`src/rtl/fb_frame_writer.sv`:
```
// Frame command consumer: fetches rows from the row buffer and writes them
// into one of two SDRAM framebuffers, swapping buffers on clean frame end.
//
// Ports:
//   clk, reset_n        memory clock, async active-low reset
//   command_data_valid  command present (held until cmd_rdy)
//   command_data        1=FRAME_START 2=ROW_START 3=FRAME_END
//   cmd_rdy             one-cycle accept pulse
//   mem_addr            row-buffer word address
//   pixel_data          row-buffer data, MEM_READ_DELAY after mem_addr
//   wr_en/addr/data     framebuffer word write
//   buffer_sel          buffer being written
//   frame_done          pulse on clean frame completion
//   protocol_error      sticky protocol violation flag
//   row_count           rows completed in the current frame
module fb_frame_writer #(
  parameter int FRAME_WIDTH = 640,
  parameter int FRAME_HEIGHT = 480,
  parameter int MEM_READ_DELAY = 6,
  parameter int ADDR_WIDTH = 21,
  parameter logic [ADDR_WIDTH-1:0] BUF1_BASE = 21'h080000,
  localparam int WORDS = FRAME_WIDTH / 2,
  localparam int RA_W = (WORDS > 1) ? $clog2(WORDS) : 1
) (
  input  logic                  clk,
  input  logic                  reset_n,
  input  logic                  command_data_valid,
  input  logic [1:0]            command_data,
  output logic                  cmd_rdy,
  output logic [RA_W-1:0]       mem_addr,
  input  logic [31:0]           pixel_data,
  output logic                  wr_en,
  output logic [ADDR_WIDTH-1:0] wr_addr,
  output logic [31:0]           wr_data,
  output logic                  buffer_sel,
  output logic                  frame_done,
  output logic                  protocol_error,
  output logic [10:0]           row_count
);

  localparam int D = MEM_READ_DELAY;
  localparam int DW = $clog2(D + 1);

  localparam logic [2:0] S_IDLE   = 3'd0;
  localparam logic [2:0] S_ACCEPT = 3'd1;
  localparam logic [2:0] S_WAIT   = 3'd2;
  localparam logic [2:0] S_READ   = 3'd3;
  localparam logic [2:0] S_DRAIN  = 3'd4;

  localparam logic [1:0] C_FS = 2'd1;
  localparam logic [1:0] C_RS = 2'd2;
  localparam logic [1:0] C_FE = 2'd3;

  logic [2:0]      state;
  logic [D-1:0]    tag;
  logic [RA_W-1:0] wcol;
  logic [DW-1:0]   dcnt;
  logic            take;
  logic            rs_ok;
  logic            fe_ok;
  logic [ADDR_WIDTH-1:0] base;
  logic [ADDR_WIDTH-1:0] row_off;

  // cmd_rdy gates acceptance so a held command is never taken twice
  assign take = command_data_valid && !cmd_rdy &&
                (state == S_IDLE || state == S_WAIT);

  assign rs_ok = (command_data == C_RS) &&
                 (row_count < 11'(FRAME_HEIGHT));
  assign fe_ok = (command_data == C_FE) &&
                 (row_count == 11'(FRAME_HEIGHT));

  // tag[D-1] marks the cycle in which the read data returns
  assign wr_en = tag[D-1];

  assign base = buffer_sel ? BUF1_BASE : '0;
  assign row_off = ADDR_WIDTH'(row_count) * ADDR_WIDTH'(WORDS);

  assign wr_addr = wr_en ? (base + row_off + ADDR_WIDTH'(wcol)) : '0;
  assign wr_data = wr_en ? pixel_data : '0;

  always_ff @(posedge clk or negedge reset_n) begin
    if (!reset_n) begin
      state          <= S_IDLE;
      tag            <= '0;
      wcol           <= '0;
      dcnt           <= '0;
      cmd_rdy        <= 1'b0;
      mem_addr       <= '0;
      buffer_sel     <= 1'b0;
      frame_done     <= 1'b0;
      protocol_error <= 1'b0;
      row_count      <= '0;
    end else begin
      cmd_rdy    <= take;
      frame_done <= 1'b0;
      tag        <= (tag << 1) | D'(state == S_READ);
      if (wr_en) wcol <= wcol + 1'b1;

      case (state)
        S_IDLE: begin
          if (take) begin
            if (command_data == C_FS) state <= S_ACCEPT;
            else protocol_error <= 1'b1;
          end
        end
        S_ACCEPT: begin
          row_count <= '0;
          state     <= S_WAIT;
        end
        S_WAIT: begin
          if (take) begin
            unique case (1'b1)
              rs_ok: begin
                mem_addr <= '0;
                wcol     <= '0;
                state    <= S_READ;
              end
              fe_ok: begin
                frame_done <= 1'b1;
                buffer_sel <= ~buffer_sel;
                state      <= S_IDLE;
              end
              default: begin
                protocol_error <= 1'b1;
                state          <= S_IDLE;
              end
            endcase
          end
        end
        S_READ: begin
          if (mem_addr == RA_W'(WORDS - 1)) begin
            dcnt  <= '0;
            state <= S_DRAIN;
          end else begin
            mem_addr <= mem_addr + 1'b1;
          end
        end
        S_DRAIN: begin
          if (dcnt == DW'(D - 1)) begin
            if (row_count < 11'(FRAME_HEIGHT))
              row_count <= row_count + 11'd1;
            state <= S_WAIT;
          end else begin
            dcnt <= dcnt + 1'b1;
          end
        end
        default: state <= S_IDLE;
      endcase
    end
  end

endmodule

```
`config.mk`:
```
export PLATFORM = sky130hd
export DESIGN_NAME = fb_frame_writer
export DESIGN_NICKNAME = d
export VERILOG_FILES = /design/src/rtl/fb_frame_writer.sv
export SDC_FILE = /design/constraint.sdc
export NUM_CORES = 1
export LEC_CHECK = 0
export ABC_AREA = 1
export CORE_UTILIZATION = 49
export DETAILED_ROUTE_END_ITERATION = 12
export MAX_ROUTING_LAYER = met4
export PLACE_DENSITY = 0.85
export SETUP_SLACK_MARGIN = 0.02
export SYNTH_ARGS = -nofsm -noshare
export SYNTH_HDL_FRONTEND = slang
export SYNTH_SLANG_ARGS = --single-unit
```
`constraint.sdc`:
```
create_clock -name clk -period 7.5 [get_ports clk]
set_input_delay 1.875 -clock clk [delete_from_list [all_inputs] [get_ports clk]]
set_output_delay 1.875 -clock clk [all_outputs]
set_load 0.01 [all_outputs]
```
==> results of run 1 <==
-- critical path: stages, from the launching register on --
cell             delay (ps)
dfrtp_1                 470
ha_1                    330
ha_1                    250
fa_1                    440
nand3_1                 130
nand2_1                  90
nand2_1                  80
nand2_1                  50
nand2_1                  70
a21oi_1                  70
ha_1                    290
inv_1                    40
nor2_1                  130
nand2_1                  70
a21oi_1                 120
clkdlybuf4s50_1         550
-- registers in the layout (all words and copies together) (netlist names) --
| name | flops |
|---|---|
| row_count | 11 |
| dcnt | 3 |
| wcol | 9 |
| cmd_rdy | 1 |
| tag | 6 |
| protocol_error | 1 |
| mem_addr | 9 |
| state | 3 |
| frame_done | 1 |
| buffer_sel | 1 |
-- cells in the final DEF, fill, tap and decap left out, types with 9 or more instances in the layout --
master | netlist | final
a21oi_1 | 21 | 21
clkdlybuf4s50_1 | 0 | 113
dfrtp_1 | 45 | 45
ha_1 | 29 | 29
inv_1 | 99 | 99
nand2_1 | 143 | 143
nand2_2 | 9 | 9
nand3_1 | 26 | 26
nor2_1 | 43 | 43
nor2_2 | 9 | 9
o21ai_0 | 12 | 12
xor2_1 | 12 | 12
-- stage by stage --
stage	setup WS [ps]	util (%)	instance area, µm²	power, mW
after global routing	1830	71.1	4940	0.481
after global placement	2560	69.6	4830	0.301
final	2140	71.1	4940	0.462
after CTS	2130	71.1	4940	0.465
after detailed placement	2480	69.6	4830	0.303
after floorplan	3080	-	3610	0.260
-- synth_stat cells (4+ instances only) --
cell type,count
inv_2,7
clkbuf_1,5
a21oi_1,21
nand2_2,9
xnor2_1,4
dfrtp_1,45
nor2_1,43
xor2_1,12
o21ai_0,12
nand2_1,143
o21ai_1,4
nor3_1,8
ha_1,29
nand4_1,6
nor2_2,9
inv_1,99
nand3_2,8
nand3_1,26
-- metal layers --
layer,vias to the layer above,GRT usage [%]
li1,1838,-
met1,1622,27.5
met2,103,46.3
met3,14,3.86
met4,0,6.26
met5,-,-
-- power by group through the flow --
| stage | sequential (mW) | clock, mW | combinational [mW] |
|---|---|---|---|
| after floorplan | 0.247 | 0 | 0.0129 |
| after global placement | 0.247 | 0 | 0.0540 |
| after detailed placement | 0.247 | 0 | 0.0554 |
| after CTS | 0.242 | 0.167 | 0.0554 |
| after global routing | 0.242 | 0.179 | 0.0595 |
| final | 0.242 | 0.165 | 0.0545 |
-- area by class of cell --
type / count / area (µm²) / area share [%]
multi-input cells: 360 / 2040 / 41.4
repair buffers: 115 / 1140 / 23.2
clock inverters: 1 / 5.00 / 0.101
clock buffers: 7 / 96.3 / 1.95
well taps: 96 / 120 / 2.43
inverters: 107 / 402 / 8.14
flip-flops and latches: 45 / 1130 / 22.8
-- cells by family after synthesis --
kind of cell             share of synthesized area (%)
AO/OA/AOI/OAI                                     7.34
XOR/XNOR                                          3.88
buffers and inverters                             12.3
adder cells (fa/ha/maj)                           11.1
multiplexers                                     0.277
flip-flops                                        31.2
AND/OR/NAND/NOR                                   33.9
-- final timing paths --
path                                   to  slack (ps)  cells past startpoint         start
max                           wr_addr[20]        2140                     15  row_count[1]
min                                tag[5]         350                      0        tag[4]
max reg2reg                       wcol[7]        5380                      8        tag[5]
min reg2reg                        tag[5]         350                      0        tag[4]
max in group asynchronous  protocol_error        5160                      1       reset_n
min in group asynchronous     mem_addr[3]        1730                      1       reset_n
==> results.cfg, run 1 <==
[outcome]
status = completed

[timing]
worst_clock_skew_ps = 10.7
whs_ps = 353
grt_setup_unrepaired = no
timing.setup.tns_ps = 0
hold_viol = 0
max_transition_viols_final = 0
setup_viol = 0
timing.max_slew.rel_slack_pct = 35.2
fmax_mhz = 187
timing.final.crit_period_ps = 5360
worstMarginPinSlew_ps = 973
final.period_utilization_pct = 71.4

[pwr]
net-switching-power_mw = 0.103
share_clk_of_total_power_pct = 35.8
power_per_cell_area_mw_per_mm2 = 93.7
p_sw_share_pct = 22.2
proportion_of_power_drawn_by_flip_flops_and_latches_pct = 52.4
combPwrFrac_pct = 11.8
power.leakage_nw = 2.61
internal_power_mw = 0.360
vdd.ir_drop.worst_mv = 0.123

[die]
num_rows = 30
core_mm2 = 0.00694
chipWidth_um = 87.9
initial_core_utilization_pct = 52.0
die_height_um = 87.9
die_outline_area_mm2 = 0.00772
io_pins = 115

[finish]
diodes = 0
filler_cell_count = 528
final_nets = 702
layout-drive-gt1-share_pct = 8.50
fin_cells = 731
area_delta_synth_final_pct = 36.6

[detailed_routing]
viasPerCell = 4.89
avgRoutedWirePerCell_um = 12.4
initialDrtViolationCount = 124
detail_route.drc_violations = 0
routed-wl-met3_um = 596
route.antenna.remaining_nets = 0
route.top_layer_used = met4
dr_wl_met2_um = 4630
wl_um = 9090
first_pass_iters = 4
number_of_vias_in_the_routed_layout = 3577
detail_route.wirelength.met1_um = 3730

[grt]
first_global_vias = 3378
globalRouteTotalUtil_pct = 24.9
grt-ovfl-total = 0
grt_start_max_net_pins = 46
grt_antenna_before_repair = 0
grt_pass1_wl_um = 14600

[clock_network]
cts.sink_count = 45
tritoncts = built
postcts_resize_cnt = 0
ctsHoldBuffers = 0
cts_post_setup_buffers_inserted = 0
cts-root-buf = clkbuf_8
cts_buffer_depth = 2
cts.reportedPaths.clkPinSlew_ps = 90
cts_made_buffers = 5
clock_insertion_delay_worst_skew_ps = 300
cts.htree.levels = 2

[synth]
post_synth_instance_area_mm2 = 0.00361
synth_top_area_share_pct = 31.2
syn-mean-instance-area_um2 = 6.95
yosys_register_bits = 45
postSynthCellCount = 520
netlist.top_cell.by_area = dfrtp_1
synth.yosys.seq_area_share_pct = 31.2
synth-edff-count = 0
netlist_top_cells_area = dfrtp_1 (31%), nand2_1 (15%), inv_1 (10%)
synth-async-reset-ratio_pct = 100
yosys_warnings = 0
synth_flop_cell = dfrtp_1
synth_cell_type_count = 40
mappedNetlistNets = 588

[critical_path]
cp-end-kind = primary output
crit_type = register to primary output
critPathArrivalTime_ps = 3480
startpoint_type = register
critical_path.max_fanout = 6
crit_required_ps = 5620

[place]
port_buffers = 114
gpl.final_weighted_congestion = 0.885
placed_cells = 723
final_hpwl_from_detailed_placement_um = 7380

[min_path]
hold_path.class = register to register

[flow_run]
drv.max_cap_violation_count = 0
Power figures use the tool's default switching activity.
==> run 2, diff against run 1 <==
- CORE_UTILIZATION: 49 -> 43
- PLACE_DENSITY: 0.85 -> 0.79
- clock period: 7.5 -> 4.6 ns (I/O delays scaled with it)
==> run 2 against run 1 <==
  * Register-to-register slack lost 2600 ps
  * Global-route usage shrank 3.6 points
  * Combinational power rose by 61%
  * Power grew 83%
  * Final area rose by 1.7%
  * Clock power is 120% higher
  * Critical path depth shrank 1
  * Worst hold slack improved by 3.3 ps
  * First-iteration DRC count rose by 27%
  * Critical endpoint is now wr_addr[17]
==> results.cfg, run 2 (synthesized netlist as in run 1, its figures left out) <==
[detailed_routing]
viasPerCell = 4.80
wl_um = 8730
number_of_vias_in_the_routed_layout = 3567
detail_route.drc_violations = 0
initialDrtViolationCount = 158
first_pass_iters = 4
route.antenna.remaining_nets = 0
avgRoutedWirePerCell_um = 11.7

[grt]
grt_pass1_wl_um = 14800
grt-ovfl-total = 0
grt_antenna_before_repair = 0
grt_start_max_net_pins = 46
globalRouteTotalUtil_pct = 21.3
first_global_vias = 3334

[pwr]
vdd.ir_drop.worst_mv = 0.161
power.leakage_nw = 2.69
p_sw_share_pct = 20.8
combPwrFrac_pct = 10.4
net-switching-power_mw = 0.176
proportion_of_power_drawn_by_flip_flops_and_latches_pct = 46.8
power_per_cell_area_mw_per_mm2 = 168
internal_power_mw = 0.669
share_clk_of_total_power_pct = 42.8

[min_path]
hold_path_startpoint = tag[1]
hold_path.class = register to register

[finish]
layout.cells.most_common = nand2_1
area_delta_synth_final_pct = 39.0
layout-drive-gt1-share_pct = 9.72
final_nets = 705
most_flop_heavy_register = row_count
most-common-layout-cells = nand2_1 (143), clkdlybuf4s50_1 (110), inv_1 (99)
largest_register_ffs = 11
largest_registers = row_count: 11 flops, mem_addr: 9 flops, wcol: 9 flops
diodes = 0

[die]
io_pins = 115
initial_core_utilization_pct = 44.2
die_height_um = 93.7
num_rows = 33
chipWidth_um = 93.7
core_mm2 = 0.00818
die_outline_area_mm2 = 0.00877

[place]
port_buffers = 114
place_ws_ps = 302
final_hpwl_from_detailed_placement_um = 6950
gpl.final_weighted_congestion = 0.908

[timing]
timing.max_slew.rel_slack_pct = 33.2
fmax_mhz = 227
timing.setup.tns_ps = 0
worstMarginPinSlew_ps = 1000
timing.final.crit_period_ps = 4400
final.period_utilization_pct = 95.6
max_transition_viols_final = 0
hold_viol = 0
setup_viol = 0
worst_clock_skew_ps = 10.4
grt_setup_unrepaired = no
timing.final.ws_setup_ps = 202

[clock_network]
cts.reportedPaths.clkPinSlew_ps = 90
cts.htree.levels = 2
cts_buffer_depth = 2
cts_made_buffers = 5
tritoncts = built
cts-root-buf = clkbuf_8
cts.sink_count = 45
clock_insertion_delay_worst_skew_ps = 300

[critical_path]
crit_path_cell_trace = ha_1, ha_2, fa_2, nand2_1, nor2_1, nand2_1, nand2_1, nand2_1, nor2_4, nand3_2, nor2_2, nor2_1, nor2_1, clkdlybuf4s50_1
worstReg2RegStart = mem_addr[1]
critical_path.max_fanout = 6
worst_path_most_repeated_cell = nand2_1
timing.critical_path.slowest_cell_delay_ps = 560
crit_type = register to primary output
critPathArrivalTime_ps = 3250
crit_required_ps = 3450
slowest_stage = fa_2
top_delay_family_on_crit_path = adder cells
cp-end-kind = primary output
worstPathBufferInverterCount = 1
startpoint_type = register
crit_start = row_count[3]

[outcome]
status = completed

[flow_run]
drv.max_cap_violation_count = 0
run 2: changes by cell type in the layout (fill, tap and decap cells not counted), sizes merged:
cell           before  now
buf                 2    5
clkdlybuf4s50     113  110
dlymetal6s2s        0    3
bufinv              0    2
clkbuf              7    5
clkinv              2    1
inv               106  107
run 2: final timing paths:
check / to / slack, ps / cells past startpoint
max: wr_addr[17] / 200 / 14
min: tag[2] / 360 / 0
max reg2reg: mem_addr[6] / 2760 / 9
min reg2reg: tag[2] / 360 / 0
max in group asynchronous: row_count[1] / 2900 / 1
min in group asynchronous: mem_addr[5] / 1010 / 1
run 2: worst register-to-register path, cell delays in order (launching register included):
cell     delay (ps)
dfrtp_1         420
ha_1            240
nand3_2         130
nor3_2          170
nand4_1         150
nand2_2         160
nand2_2         170
nand2_1         110
xor2_1          140
nor2_1           50
run 2: per-stage QoR:
step	cell area [µm²]	hold WS (ps)	cells	util (%)	power (mW)
2_1_floorplan	3610	331	520	-	0.424
3_3_place_gp	4850	335	733	59.4	0.491
3_5_place_dp	4850	335	733	59.4	0.492
4_1_cts	4990	354	741	61.1	0.853
5_1_grt	5020	353	743	61.4	0.877
6_report	5020	356	743	61.4	0.845
run 2: area by class of cell:
class	instances	area [µm²]
multi-input cells	360	2050
clock buffers	5	68.8
fillers	730	3150
well taps	105	131
inverters	107	402
clock inverters	3	68.8
repair buffers	118	1170
flip-flops and latches	45	1130
run 2: what timing repair did:
action / in CTS / in global routing
gates resized for setup: 2 / 6
setup buffers: 0 / 2
hold buffers: 0 / 0
pin swaps: 0 / 0
setup endpoints to repair: 2 / 7
run 2: power groups by stage:
stage	clock, mW	combinational [mW]	sequential, mW
after floorplan	0	0.0210	0.403
after global placement	0	0.0876	0.403
after detailed placement	0	0.0891	0.403
after CTS	0.369	0.0890	0.395
after global routing	0.384	0.0969	0.395
final	0.362	0.0878	0.395
run 2: routing by layer:
| layer | vias up | part of all wire [%] | global-route usage (%) |
|---|---|---|---|
| li1 | 1848 | - | - |
| met1 | 1612 | 44 | 25.5 |
| met2 | 93 | 48 | 36.8 |
| met3 | 14 | 5.6 | 3.56 |
| met4 | 0 | 1.8 | 6.03 |
| met5 | - | 0 | - |
==> run 3, diff against run 2 <==
- CTS_CLUSTER_SIZE: default -> 24
- GPL_TIMING_DRIVEN: default -> 0
==> run 3 against run 2 <==
  * Clock power down 34%
  * Combinational power increased by 3.0%
  * Non-clock buffer count is 8 higher
  * Wire length up 0.95%
  * Via count is 1.7% higher
  * Sequential power hardly changed
  * Critical path depth fell by 2
  * Clock-buffer cell count increased by 3
  * Final cell count increased by 1.1%
  * Clock skew is 4.0 ps lower
  * Flip-flop and latch count is the same
  * Critical path type unchanged
  * Highest routed layer unchanged
==> results.cfg, run 3 (synthesized netlist as in run 1, its figures left out) <==
[critical_path]
startpoint_type = register
slowest_stage = clkdlybuf4s50_1
top_delay_family_on_crit_path = adder cells
worstPathBufferInverterCount = 1
timing.critical_path.slowest_cell_delay_ps = 590
crit_path_cell_trace = ha_1, ha_2, fa_2, nand2_1, nor2_1, nand2_1, nand2_1, nand2_1, nor2_4, nor2_1, nor3_1, clkdlybuf4s50_1
worst_path_most_repeated_cell = nand2_1
critical_path.max_fanout = 6
crit_type = register to primary output
crit_required_ps = 3450
critPathArrivalTime_ps = 3190
cp-end-kind = primary output

[die]
die_outline_area_mm2 = 0.00877
chipWidth_um = 93.7
io_pins = 115
die_height_um = 93.7
core_mm2 = 0.00818
initial_core_utilization_pct = 44.2
num_rows = 33

[timing]
worst_clock_skew_ps = 6.38
grt_setup_unrepaired = no
max_transition_viols_final = 0
timing.setup.tns_ps = 0
fmax_mhz = 230
final.period_utilization_pct = 94.4
setup_viol = 0
timing.final.crit_period_ps = 4340
hold_viol = 0
timing.max_slew.rel_slack_pct = 66.8
worstMarginPinSlew_ps = 497

[clock_network]
tritoncts = built
cts.reportedPaths.clkPinSlew_ps = 80
cts_buffer_depth = 2
cts_made_buffers = 5
cts.sink_count = 45
cts.htree.levels = 2
clock_insertion_delay_worst_skew_ps = 300
ctsHoldBuffers = 0
cts-root-buf = clkbuf_8

[detailed_routing]
viasPerCell = 4.83
route.antenna.remaining_nets = 0
avgRoutedWirePerCell_um = 11.7
initialDrtViolationCount = 125
detail_route.drc_violations = 0
wl_um = 8810
number_of_vias_in_the_routed_layout = 3626
first_pass_iters = 4

[outcome]
status = completed

[finish]
largest_register_ffs = 11
layout.cells.most_common = nand2_1
largest_registers = row_count: 11 flops, mem_addr: 9 flops, wcol: 9 flops
layout-drive-gt1-share_pct = 9.44
final_nets = 713
most_flop_heavy_register = row_count
diodes = 0
area_delta_synth_final_pct = 39.0
most-common-layout-cells = nand2_1 (143), clkdlybuf4s50_1 (108), inv_1 (99)
post-route-util_pct = 61.4

[min_path]
hold_path.class = register to register

[pwr]
power.leakage_nw = 2.73
vdd.ir_drop.worst_mv = 0.143
power_per_cell_area_mw_per_mm2 = 144

[place]
port_buffers = 114
final_hpwl_from_detailed_placement_um = 7130
gpl.final_weighted_congestion = 0.901

[grt]
globalRouteTotalUtil_pct = 21.6
grt_pass1_wl_um = 14800
grt_antenna_before_repair = 0
first_global_vias = 3428
grt_start_max_net_pins = 29
grt-ovfl-total = 0

[flow_run]
drv.max_cap_violation_count = 0
-- run 3: metrics by stage --
stage | power, mW | std cells | hold WS, ps | area (µm²) | setup slack, ps
after floorplan | 0.424 | 520 | 331 | 3610 | 900
after global placement | 0.491 | 739 | 332 | 4890 | 275
after detailed placement | 0.495 | 740 | 335 | 4900 | 231
after CTS | 0.732 | 749 | 353 | 4990 | 29.8
after global routing | 0.755 | 751 | 362 | 5020 | 80.5
final | 0.724 | 751 | 352 | 5020 | 259
-- run 3: worst paths after layout --
check | startpoint | to | slack [ps] | cells after the start
worst max-delay path | row_count[3] | wr_addr[13] | 260 | 12
worst min-delay path | tag[3] | tag[4] | 350 | 0
worst max register to register | mem_addr[1] | state[1] | 2800 | 9
worst min register to register | tag[3] | tag[4] | 350 | 0
max in group asynchronous | reset_n | row_count[3] | 3310 | 2
min in group asynchronous | reset_n | mem_addr[5] | 780 | 1
-- run 3: routing by layer --
| layer | vias to the layer above | global-route usage (%) | part of all wire (%) |
|---|---|---|---|
| met4 | 0 | 6.28 | 1.8 |
| met3 | 16 | 4.13 | 6.5 |
| met2 | 104 | 39.5 | 50 |
| met1 | 1644 | 23.7 | 42 |
| li1 | 1862 | - | - |
| met5 | - | - | 0 |
-- run 3: timing repair --
item,CTS,global route
cloned,0,0
endpoints found under the setup margin,2,6
resized for setup,3,6
buffers inserted,1,2
-- run 3: final cells by class --
| cell class | instances | area, µm² |
|---|---|---|
| tap | 105 | 131 |
| fill | 734 | 3150 |
| multi-input combinational | 360 | 2050 |
| inverter | 107 | 402 |
| clock buffer | 8 | 80.1 |
| timing repair buffer | 118 | 1190 |
| buffer | 8 | 42.5 |
| sequential | 45 | 1130 |
-- run 3: report_power, final --
group	switching [mW]	leakage, nW	internal (mW)
combinational	0.0333	2.15	0.0571
sequential	0	0.538	0.395
clock	0.130	0.0395	0.108
-- run 3: worst register-to-register path, delay by kind of cell, from the launching register on --
kind / cells / cell delay [ps]
AND/OR/NAND/NOR: 6 / 810
flip-flops: 1 / 430
adder cells (fa/ha/maj): 1 / 230
AO/OA/AOI/OAI: 2 / 230
